**src/rtl/thirty_two_bit_fa_pkg.sv**
```systemverilog
// Shared constants for the registered ripple-carry adder.
package thirty_two_bit_fa_pkg;

    localparam int FA_WIDTH = 32;

endpackage

```
**src/rtl/thirty_two_bit_fa_full_adder.sv**
```systemverilog
// One-bit full adder: the single stage of the ripple-carry chain.
module full_adder (
    input  logic a,
    input  logic b,
    input  logic cin,
    output logic sum,
    output logic cout
);

    logic p;

    assign p    = a ^ b;
    assign sum  = p ^ cin;
    assign cout = (a & b) | (cin & p);

endmodule

```
**src/rtl/thirty_two_bit_fa.sv**
```systemverilog
// Registered ripple-carry adder: {cout, sum} <= a + b + cin, one cycle latency.
module thirty_two_bit_fa
    import thirty_two_bit_fa_pkg::*;
#(
    parameter int WIDTH = FA_WIDTH
) (
    input  logic             clk,
    input  logic             rst_n,
    output logic             cout,
    output logic [WIDTH-1:0] sum,
    input  logic [WIDTH-1:0] a,
    input  logic [WIDTH-1:0] b,
    input  logic             cin
);

    logic [WIDTH:0]   c;
    logic [WIDTH-1:0] s;

    assign c[0] = cin;

    // Carry ripples bit 0 -> bit WIDTH-1 through one full adder per bit.
    genvar i;
    generate
        for (i = 0; i < WIDTH; i++) begin : g_fa
            full_adder u_fa (
                .a    (a[i]),
                .b    (b[i]),
                .cin  (c[i]),
                .sum  (s[i]),
                .cout (c[i+1])
            );
        end
    endgenerate

    always_ff @(posedge clk or negedge rst_n) begin
        if (!rst_n) begin
            cout <= 1'b0;
            sum  <= '0;
        end else begin
            cout <= c[WIDTH];
            sum  <= s;
        end
    end

endmodule

```
**config.mk**
```make
export PLATFORM = sky130hd
export DESIGN_NAME = thirty_two_bit_fa
export DESIGN_NICKNAME = d
export VERILOG_FILES = /design/src/rtl/thirty_two_bit_fa_pkg.sv /design/src/rtl/thirty_two_bit_fa_full_adder.sv /design/src/rtl/thirty_two_bit_fa.sv
export SDC_FILE = /design/constraint.sdc
export NUM_CORES = 1
export LEC_CHECK = 0
export ABC_AREA = 1
export CAP_MARGIN = 10
export CORE_UTILIZATION = 40
export CTS_BUF_LIST = sky130_fd_sc_hd__clkbuf_4
export CTS_CLUSTER_SIZE = 40
export DETAILED_ROUTE_END_ITERATION = 12
export GPL_ROUTABILITY_DRIVEN = 0
export PLACE_DENSITY_LB_ADDON = 0.15
export SYNTH_ARGS = -nofsm -noshare
export SYNTH_HDL_FRONTEND = slang
export SYNTH_SLANG_ARGS = --single-unit
```
**constraint.sdc**
```tcl
create_clock -name clk -period 0.8 [get_ports clk]
set_input_delay 0.16 -clock clk [delete_from_list [all_inputs] [get_ports clk]]
set_output_delay 0.16 -clock clk [all_outputs]
set_load 0.01 [all_outputs]
```
==> results of run 1 <==
## repair_timing
action	4_1_cts	5_1_grt
hold buffers	1	0
resized for setup	150	7
pin swaps	1	0
endpoints found under the setup margin	66	65
endpoints found under the hold margin	33	0
## path summary, 6_finish.rpt
kind	startpoint	to	slack (ps)	cells after the start
setup / recovery	cin	sum[31]$_DFF_PN0_	-10540	37
max in group asynchronous	rst_n	sum[18]$_DFF_PN0_	290	3
hold / removal	b[0]	sum[0]$_DFF_PN0_	130	2
min in group asynchronous	rst_n	sum[2]$_DFF_PN0_	330	3
## stage by stage
| stage | hold slack, ps | cell area [µm²] | util (%) | worst slack (ps) |
|---|---|---|---|---|
| after floorplan | -135.6 | 1579 | - | -10410 |
| after global placement | 126.9 | 2643 | 76.19 | -11090 |
| after detailed placement | 142.1 | 2643 | 76.19 | -11270 |
| after CTS | 132.1 | 2575 | 74.24 | -10590 |
| after global routing | 117.8 | 2606 | 75.14 | -10790 |
| final | 130.1 | 2606 | 75.14 | -10540 |
## cells in the final DEF (no fill, tap or decap), drive strengths merged
cell type      Yosys  final
buf                0     38
bufinv             0      1
clkbuf             0      5
clkdlybuf4s50      0     62
clkinv             0      1
clkinvlp           0      1
dfrtp             33     33
dlygate4sd3        0      1
fa                32     32
inv               10     10
## sequential cells by signal, summed over array words and instances, names as in the netlist
| register | count |
|---|---|
| sum | 32 |
| cout | 1 |
## report_power, final
part | total, mW | internal (mW) | switching [mW]
logic | 1.46 | 0.810 | 0.649
clock network | 1.21 | 0.647 | 0.560
registers | 2.07 | 1.99 | 0.0844
total | 4.74 | 3.45 | 1.29
## cell families after synthesis
group,after synthesis
fa+ha+maj,32
buf+inv,10
flops,33
## cell type report
type	instances	share of cell area (%)
sequential	33	31.69
clock buffer	5	1.440
inverter	10	1.440
multi-input combinational	32	27.65
clock inverter	3	1.584
timing repair buffer	101	33.99
tap	46	2.208
## routing by layer
metal | global-route usage (%) | vias to the layer above | routed length, µm
li1 | - | 431 | -
met1 | 18.73 | 485 | 977
met2 | 36.69 | 65 | 1911
met3 | 6.703 | 8 | 375
met4 | 9.091 | 0 | 63
met5 | 0 | - | 0
## critical path: cells and delay by family
family | cells | cell delay [ps]
buffers and inverters | 5 | 300
adders and majority gates | 32 | 11160
==> run metrics, run 1 <==
status=finished, violations left; failing checks=negative setup slack; area leader, netlist=dfrtp_1; most frequent CP cell=fa_2; final worst setup slack=-10540 ps; antenna violations before repair=0; max-cap violation count=0; final hold violation count=0; ys flop type=dfrtp_1; setup TNS=-180510 ps; Yosys cell types=3; multiplexer area fraction after synthesis=0%; fill cell count=around 240; initial drt markers=23; routed len/inst=~14 µm; DRT Wirelength=3328 µm; Ports=100; storage element area=825.8 µm²; Post-Syn Area per Cell=between 20 and 25 µm²; Max stage delay on crit path=between 400 and 500 ps; fmax=about 0.088 GHz; vias in the first global route=1207; grt total ovfl=0; H-tree lvl count=2; VDD IR max=1.249 mV; setup bufs post-CTS=0; die height=~63 µm; critical path arrival=~12000 ps; I/O Buffers=99; via/cell ratio=about 4.3; Netlist Area Pre-Place=roughly 1500 µm²; Antenna diodes=0; Final nets=282; Slowest-stage cell, CP=fa_2; post-DP HPWL=between 2000 and 3000 µm; Initial Utilization=a little over two fifths; total CTS buffers=5; TritonCTS clock tree=done; Simple-Gate Fraction of Synth Area=0%; DR pass1 iterations=4; synth warn=0; register bit total from synthesis=33; Die Wd=63.32 µm; Synth async-reset ratio=between 90% and 100%; Power Density=approximately 1800 nW/µm²; clock-pin slew on the worst setup and hold paths=about 100 ps; critical path type=input pin to flip-flop; Crit path required time=1080 ps; Final Setup Violations=65; CP Max Fanout=1; drt drc=0; top post-synthesis cells by area=dfrtp_1 (55%), fa_1 (43%), inv_1 (2.5%); fin. max-slew vios=0; Rel. slew slack=between 80% and 90%; Post-Syn Instances=75; CP Capture Type=flip-flop; Clock Root Buffer=clkbuf_4; layout overhead on the synthesized area=73.29%; # rows=21; Die ar.=around 4000 µm²; remaining antenna violation count=0; startpoint class of the critical path=input pin; Tot Pwr=approximately 4.7 mW; LEAKAGE=~1.1 nW; vias post-DR=~990; adder-cell share of the synthesized area=a little over two fifths; core area=roughly 3500 µm²; GRT Total Usage=between 10% and 20%; # clock sinks=33; cell with the most instances after synthesis=dfrtp_1; RSZ-0062 raised after global routing=true; Synth Area in Compound Gates=0%; Tcrit/Tclk final=1417%; register area share after synthesis=54.91%; multi-input logic area=about 720 µm²; top cells by count, synth=dfrtp_1 (33), fa_1 (32), inv_1 (10); largest family of logic cells by synthesized area=adder cells; clk buf depth=2; Hold Path Class=input pin to flip-flop; post-synth top area share=54.91%; Post-Syn Nets=around 170; ratio of cells with drive above 1 in the final layout=approximately 45%; Finished Layout Cells=230; slew of the pin with the lowest slew margin=roughly 180 ps; pin count of the biggest net entering global routing=34; post-layout min period=around 11000 ps; XOR/XNOR share of the synthesized area=0%; first-pass GRT wire length=roughly 5500 µm; Placed Cells=roughly 220; number of flops mapped to enable cells by yosys=0
(Power assumes the default switching activity.)
==> run 2: changes to the inputs <==
SETUP_SLACK_MARGIN = 0.2   (was not set)
==> results of run 2 <==
Same layout as run 1: the final DEF is identical, and so are final timing and power.
